==> src/rtl/gpa_fhdo_seq_pkg.sv <==
// Shared definitions for the gpa_fhdo frame sequencer: FSM encodings,
// data_o field positions, the init-frame word and the word packer.
package gpa_fhdo_seq_pkg;

    localparam logic [2:0] ST_IDLE      = 3'd0;
    localparam logic [2:0] ST_WAIT_RDY  = 3'd1;
    localparam logic [2:0] ST_SEND0     = 3'd2;
    localparam logic [2:0] ST_SEND1     = 3'd3;
    localparam logic [2:0] ST_SEND2     = 3'd4;
    localparam logic [2:0] ST_SEND3     = 3'd5;
    localparam logic [2:0] ST_WAIT_ACK  = 3'd6;
    localparam logic [2:0] ST_WAIT_DONE = 3'd7;

    localparam int CH_LSB   = 25;
    localparam int LAST_BIT = 24;

    localparam logic [23:0] INIT_WORD = 24'h030A00;

    // Channel 3 always closes the frame, so "last" follows from the channel.
    function automatic logic [31:0] pack_word(input logic [1:0] ch, input logic [23:0] word);
        logic [31:0] w;
        w               = 32'd0;
        w[CH_LSB +: 2]  = ch;
        w[LAST_BIT]     = (ch == 2'd3);
        w[23:0]         = word;
        return w;
    endfunction

endpackage

==> src/rtl/gpa_fhdo_seq_timer.sv <==
// Auto-trigger period counter: one-cycle tick every period_i cycles;
// a period of 0 or any change of period_i restarts the count at 0.
module gpa_fhdo_seq_timer (
    input  logic        clk,
    input  logic        rst_n,
    input  logic [31:0] period_i,
    output logic        tick_o
);

    logic [31:0] count_q, count_d;
    logic [31:0] period_q;

    // Next count and tick decode.
    always_comb begin
        tick_o  = 1'b0;
        count_d = count_q;
        if ((period_i == 32'd0) || (period_i != period_q)) begin
            count_d = 32'd0;
        end else if (count_q == (period_i - 32'd1)) begin
            tick_o  = 1'b1;
            count_d = 32'd0;
        end else begin
            count_d = count_q + 32'd1;
        end
    end

    // Counter and last-seen period registers.
    always_ff @(posedge clk or negedge rst_n) begin
        if (!rst_n) begin
            count_q  <= 32'd0;
            period_q <= 32'd0;
        end else begin
            count_q  <= count_d;
            period_q <= period_i;
        end
    end

endmodule

==> src/rtl/gpa_fhdo_seq.sv <==
// Frame sequencer feeding gpa_fhdo_iface: four double-buffered 24-bit DAC
// words sent as one burst per trigger. Optional GPA_FHDO_SEQ_INIT_EN runs an init frame after reset.
module gpa_fhdo_seq
    import gpa_fhdo_seq_pkg::*;
#(
    parameter int ACK_TIMEOUT = 16,
    parameter int CNT_W       = 16
) (
    input  logic             clk,
    input  logic             rst_n,
    input  logic             wr_en_i,
    input  logic [1:0]       wr_ch_i,
    input  logic [23:0]      wr_data_i,
    input  logic             trig_i,
    input  logic [31:0]      period_i,
    input  logic             clear_err_i,
    input  logic             busy_i,
    output logic [31:0]      data_o,
    output logic             valid_o,
    output logic             frame_busy_o,
    output logic             done_o,
    output logic             overrun_o,
    output logic             timeout_o,
    output logic [CNT_W-1:0] frame_cnt_o
);

    localparam int             AW       = $clog2(ACK_TIMEOUT) + 1;
    localparam logic [AW-1:0]  ACK_LAST = AW'(ACK_TIMEOUT - 1);
    localparam logic [AW-1:0]  ACK_ONE  = AW'(1);
    localparam logic [CNT_W-1:0] CNT_ONE = CNT_W'(1);

    logic [3:0][23:0]  staging_q, shadow_q, shadow_d;
    logic [2:0]        state_q, state_d;
    logic [AW-1:0]     ack_cnt_q, ack_cnt_d;
    logic [31:0]       data_q, data_d;
    logic              valid_q, valid_d, fbusy_q, fbusy_d, done_q, done_d;
    logic              overrun_q, overrun_d, timeout_q, timeout_d;
    logic [CNT_W-1:0]  cnt_q, cnt_d;
    logic              tick_s, trig_s, init_pend_s, timeout_set_s, cnt_inc_s;
    logic [2:0]        send_idx_s;
    logic [1:0]        ch_s;

    gpa_fhdo_seq_timer u_timer (
        .clk      (clk),
        .rst_n    (rst_n),
        .period_i (period_i),
        .tick_o   (tick_s)
    );

    assign trig_s = trig_i | tick_s;

`ifdef GPA_FHDO_SEQ_INIT_EN
    logic init_pend_q;

    // Pending automatic init frame, consumed by the first IDLE cycle.
    always_ff @(posedge clk or negedge rst_n) begin
        if (!rst_n) begin
            init_pend_q <= 1'b1;
        end else if (state_q == ST_IDLE) begin
            init_pend_q <= 1'b0;
        end else begin
            init_pend_q <= init_pend_q;
        end
    end

    assign init_pend_s = init_pend_q;
`else
    assign init_pend_s = 1'b0;
`endif

    // Frame FSM next state.
    always_comb begin
        state_d       = state_q;
        shadow_d      = shadow_q;
        ack_cnt_d     = ack_cnt_q;
        done_d        = 1'b0;
        timeout_set_s = 1'b0;
        cnt_inc_s     = 1'b0;
        case (state_q)
            ST_IDLE: begin
                if (init_pend_s) begin
                    shadow_d = {4{INIT_WORD}};
                    state_d  = ST_WAIT_RDY;
                end else if (trig_s) begin
                    shadow_d = staging_q;
                    state_d  = ST_WAIT_RDY;
                end else begin
                    state_d = ST_IDLE;
                end
            end
            ST_WAIT_RDY: begin
                if (!busy_i) state_d = ST_SEND0;
                else         state_d = ST_WAIT_RDY;
            end
            ST_SEND0: state_d = ST_SEND1;
            ST_SEND1: state_d = ST_SEND2;
            ST_SEND2: state_d = ST_SEND3;
            ST_SEND3: begin
                state_d   = ST_WAIT_ACK;
                ack_cnt_d = '0;
            end
            ST_WAIT_ACK: begin
                if (busy_i) begin
                    state_d = ST_WAIT_DONE;
                end else if (ack_cnt_q == ACK_LAST) begin
                    state_d       = ST_IDLE;
                    done_d        = 1'b1;
                    timeout_set_s = 1'b1;
                end else begin
                    ack_cnt_d = ack_cnt_q + ACK_ONE;
                end
            end
            ST_WAIT_DONE: begin
                if (!busy_i) begin
                    state_d   = ST_IDLE;
                    done_d    = 1'b1;
                    cnt_inc_s = 1'b1;
                end else begin
                    state_d = ST_WAIT_DONE;
                end
            end
            default: state_d = ST_IDLE;
        endcase
    end

    // Output and status next values; outputs follow the next state so they line up with it.
    always_comb begin
        valid_d    = (state_d >= ST_SEND0) && (state_d <= ST_SEND3);
        send_idx_s = state_d - ST_SEND0;
        ch_s       = send_idx_s[1:0];
        if (valid_d) data_d = pack_word(ch_s, shadow_d[ch_s]);
        else         data_d = 32'd0;
        fbusy_d = (state_d != ST_IDLE);
        if (clear_err_i) overrun_d = 1'b0;
        else             overrun_d = overrun_q | (trig_s & ((state_q != ST_IDLE) | init_pend_s));
        if (clear_err_i) timeout_d = 1'b0;
        else             timeout_d = timeout_q | timeout_set_s;
        if (cnt_inc_s) cnt_d = cnt_q + CNT_ONE;
        else           cnt_d = cnt_q;
    end

    // State, buffers and registered outputs.
    always_ff @(posedge clk or negedge rst_n) begin
        if (!rst_n) begin
            state_q   <= ST_IDLE;
            staging_q <= '0;
            shadow_q  <= '0;
            ack_cnt_q <= '0;
            data_q    <= 32'd0;
            valid_q   <= 1'b0;
            fbusy_q   <= 1'b0;
            done_q    <= 1'b0;
            overrun_q <= 1'b0;
            timeout_q <= 1'b0;
            cnt_q     <= '0;
        end else begin
            state_q   <= state_d;
            shadow_q  <= shadow_d;
            ack_cnt_q <= ack_cnt_d;
            data_q    <= data_d;
            valid_q   <= valid_d;
            fbusy_q   <= fbusy_d;
            done_q    <= done_d;
            overrun_q <= overrun_d;
            timeout_q <= timeout_d;
            cnt_q     <= cnt_d;
            if (wr_en_i) staging_q[wr_ch_i] <= wr_data_i;
        end
    end

    assign data_o       = data_q;
    assign valid_o      = valid_q;
    assign frame_busy_o = fbusy_q;
    assign done_o       = done_q;
    assign overrun_o    = overrun_q;
    assign timeout_o    = timeout_q;
    assign frame_cnt_o  = cnt_q;

endmodule

==> config.mk <==
export PLATFORM = sky130hd
export DESIGN_NAME = gpa_fhdo_seq
export DESIGN_NICKNAME = d
export VERILOG_FILES = /design/src/rtl/gpa_fhdo_seq_pkg.sv /design/src/rtl/gpa_fhdo_seq_timer.sv /design/src/rtl/gpa_fhdo_seq.sv
export SDC_FILE = /design/constraint.sdc
export NUM_CORES = 1
export LEC_CHECK = 0
export ABC_AREA = 1
export CORE_UTILIZATION = 40
export CTS_CLUSTER_DIAMETER = 30
export DETAILED_ROUTE_END_ITERATION = 10
export GPL_ROUTABILITY_DRIVEN = 0
export GPL_TIMING_DRIVEN = 0
export PLACE_DENSITY = 0.64
export SYNTH_ARGS = -nofsm -noshare
export SYNTH_HDL_FRONTEND = slang
export SYNTH_HIERARCHICAL = 1
export SYNTH_SLANG_ARGS = --single-unit
==> constraint.sdc <==
create_clock -name clk -period 3.6 [get_ports clk]
set_clock_uncertainty 0.05 [all_clocks]
set_input_delay 0.36 -clock clk [delete_from_list [all_inputs] [get_ports clk]]
set_output_delay 0.36 -clock clk [all_outputs]
set_load 0.05 [all_outputs]
==> metrics.md <==
| Metric | Value |
|---|---|
| Outcome | `complete, no violations` |
| Row cnt | `72` |
| Largest net degree at the start of global routing | `119` |
| Leak | `10.0 nW` |
| FFs w/ async S/R, synth | `1.00` |
| CTS buffer count | `71` |
| Max Buffers Root-to-Sink | `3` |
| Register area share after synthesis | `0.500` |
| Min-delay worst type | `primary input to flip-flop` |
| Max-cap violation count | `0` |
| Clk pin slew, worst setup/hold paths | `around 40 ps` |
| FF+latch count, synth | `312` |
| Fin Setup TNS | `0 ps` |
| WHS | `7.86 ps` |
| Setup Viol. Count Final | `0` |
| Slew @ Worst Pin | `648 ps` |
| Syn Area/Cell | `7.83 sq um` |
| DR WL/cell | `15.1 um` |
| Antenna violations before repair | `0` |
| CP dominant cell by count | `nand2_1` |
| IO Port Bufs | `111` |
| R2R Setup Slk | `around 400 ps` |
| Startpoint types | `primary input` |
| Achievable Freq | `298 MHz` |
| WL final | `41700 um` |
| # IOs | `between 100 and 150` |
| Register Area | `~7800 sq um` |
| Layout cell share with drive strength beyond 1 | `0.104` |
| Nets | `2257` |
| Drt pass-1 iters | `6` |
| Residual overflow from global routing | `0` |
| Initial DRC count | `around 940` |
| Core Area | `38600 sq um` |
| Die Ht | `200 um` |
| Vias in the first global route | `13200` |
| Die ar. | `39800 sq um` |
| Hold Vio Cnt, Final | `0` |
| Rel. slew slack | `0.568` |
| Filler instances | `3592` |
| DRC viols | `0` |
| Critical Path RT | `4000 ps` |
| Main flop type after synthesis | `dfrtp_1` |
| Die Wd | `200 um` |
| Minimum clock period after layout | `3350 ps` |
| Synthesized instance count | `1994` |
| Final Power | `0.0173 W` |
| Post-Syn Area | `15600 sq um` |
| EDFF count, synth | `0` |
| WS Path Type | `primary input to flip-flop` |
| H-tree depth | `3` |
| Worst setup EP type | `flip-flop` |
| First-pass GRT wire length | `between 60000 and 70000 um` |
| # diodes | `0` |
| Initial Utilization | `0.405` |
| Yosys warning count | `6` |
| DP Area | `approximately 17000 sq um` |
| Pwr Density | `860 nW/um^2` |
| Slowest CP cell | `clkdlybuf4s50_1` |
| Yosys cell types | `38` |
| Worst skew pair latency | `580 ps` |
| Max Slew Vio Count | `0` |
| Crit-path max cell delay | `440 ps` |
| DPL Wire Length | `around 30000 um` |
| Total track usage | `0.216` |
| WP data arrival | `3760 ps` |
| Worst vdd ir | `0.490 mV` |
| Area of the multi-input gates | `between 6000 and 7000 sq um` |
| Root Driver | `clkbuf_16` |
| Crit Path Max Fanout | `10` |
| Clock tree sinks | `312` |
| TritonCTS clock tree | `built` |
| Routed vias | `13300` |
| Design Area, Final | `20100 sq um` |
| Post-route clock period utilization | `0.931` |
| Layout area overhead | `28.6%` |
| Via/cell ratio | `4.81` |
| Antenna viol nets, final | `0` |
[cells in the final DEF, fill, tap and decap left out, types with 3 or more instances in the layout]
cell type,Yosys,layout
dfrtp_1,312,312
conb_1,1,5
dlymetal6s2s_1,0,9
nand2_1,547,545
xnor2_1,37,37
buf_2,20,23
clkinv_2,0,6
inv_6,0,5
a21oi_2,0,5
buf_6,6,7
clkdlybuf4s50_1,0,101
nand3_1,102,101
inv_2,2,3
nor4_1,6,6
nor2_2,24,29
clkinv_4,0,6
clkbuf_1,34,39
clkbuf_2,0,5
nand4_1,92,92
nand2_4,2,3
buf_1,13,9
o21ai_0,138,138
buf_4,13,13
nor3_1,14,14
a21oi_1,31,26
bufinv_16,0,7
nor2_4,3,8
nand2_2,8,9
o21ai_1,5,5
clkinvlp_4,0,9
nor2_1,124,115
clkbuf_16,0,75
inv_1,375,374
nand3b_1,7,7
xor2_1,58,58
ha_1,5,4
clkbuf_8,0,8
[flip-flops by register name (all words and copies together), names as in the netlist]
name              count
done_o                1
u_timer/period_q     32
data_o               27
overrun_o             1
ack_cnt_q             5
staging_q            96
frame_cnt_o          16
u_timer/count_q      32
timeout_o             1
shadow_q             96
frame_busy_o          1
state_q               3
valid_o               1
[synthesized netlist by cell type (3+ instances only)]
| cell | n | area [sq um] |
|---|---|---|
| nand4_1 | 92 | 576 |
| nand3_1 | 102 | 510 |
| nor2_4 | 3 | 33.8 |
| clkbuf_1 | 34 | 128 |
| nand2_1 | 547 | 2050 |
| nor2_2 | 24 | 150 |
| buf_6 | 6 | 67.6 |
| o21ai_0 | 138 | 691 |
| inv_1 | 375 | 1410 |
| dfrtp_1 | 312 | 7810 |
| nor4_1 | 6 | 37.5 |
| buf_2 | 20 | 100 |
| buf_4 | 13 | 97.6 |
| a21oi_1 | 31 | 155 |
| nor2_1 | 124 | 465 |
| buf_1 | 13 | 48.8 |
| nand3b_1 | 7 | 52.6 |
| nand2_2 | 8 | 50.1 |
| xnor2_1 | 37 | 324 |
| nor3_1 | 14 | 70.1 |
| ha_1 | 5 | 62.6 |
| o21ai_1 | 5 | 25.0 |
| xor2_1 | 58 | 508 |
[critical path: cells and delay by family]
| kind | cells | cell delay (ps) |
|---|---|---|
| simple gates | 17 | 1840 |
| compound gates | 2 | 330 |
| buf+inv | 6 | 1210 |
[path summary, 6_finish.rpt]
path / startpoint / to / cells after the start
max: period_i[2] / data_o[6]$_DFF_PN0_ / 25
min: period_i[0] / u_timer/period_q[0]$_DFF_PN0_ / 1
max reg2reg: u_timer/period_q[0]$_DFF_PN0_ / data_o[6]$_DFF_PN0_ / 17
min reg2reg: staging_q[91]$_DFFE_PN0P_ / staging_q[91]$_DFFE_PN0P_ / 2
max in group asynchronous: rst_n / shadow_q[16]$_DFF_PN0_ / 4
min in group asynchronous: rst_n / u_timer/period_q[2]$_DFF_PN0_ / 2
[metrics by stage]
step                      utilization  instances  worst slack, ps
after detailed placement        0.452       2629             -907
after global routing            0.521       2761            -7.01
after floorplan                     -       1998              661
final                           0.521       2761              248
after CTS                       0.518       2758             27.7
after global placement          0.451       2627           -11440
[timing repair]
item,CTS,global route
cloned,0,1
pin swaps,0,4
hold endpoints to repair,83,1
buffers inserted,0,1
setup endpoints to repair,32,38
hold buffers,1,1
gates resized for setup,15,31
[cells by family (layout without fill, tap and decap cells)]
logic type      after synthesis  after routing  synth area share
compound gates              179            179            0.0582
xor+xnor                     96             96            0.0547
fa+ha+maj                     5              5           0.00401
buf+inv                     463            707             0.119
flops                       312            312             0.500
mux                           1              1          0.000641
other cells                   1              5          0.000240
simple gates                937            938             0.263
[where the power goes]
| group | internal [W] | switching (W) | total [W] |
|---|---|---|---|
| clock | 0.00447 | 0.00203 | 0.00650 |
| combinational | 0.00181 | 0.00408 | 0.00589 |
| sequential | 0.00448 | 0.000397 | 0.00487 |
[cell type report]
type                            count  area share
Buffer                             86      0.0229
Inverter                          377      0.0705
Tap cell                          518      0.0323
Timing Repair Buffer              116      0.0614
Clock inverter                     35      0.0217
Multi-Input combinational cell   1224       0.301
Clock buffer                       93       0.101
Sequential cell                   312       0.389
[metal layers]
metal	up-vias	wire length, um	share of wire	global-route usage
met2	382	19700	0.47	0.355
met3	74	2460	0.059	0.0442
met1	6267	18500	0.44	0.283
li1	6545	-	-	-
met4	0	929	0.022	0.0752
met5	-	0	0	0
(Power assumes the default switching activity.)
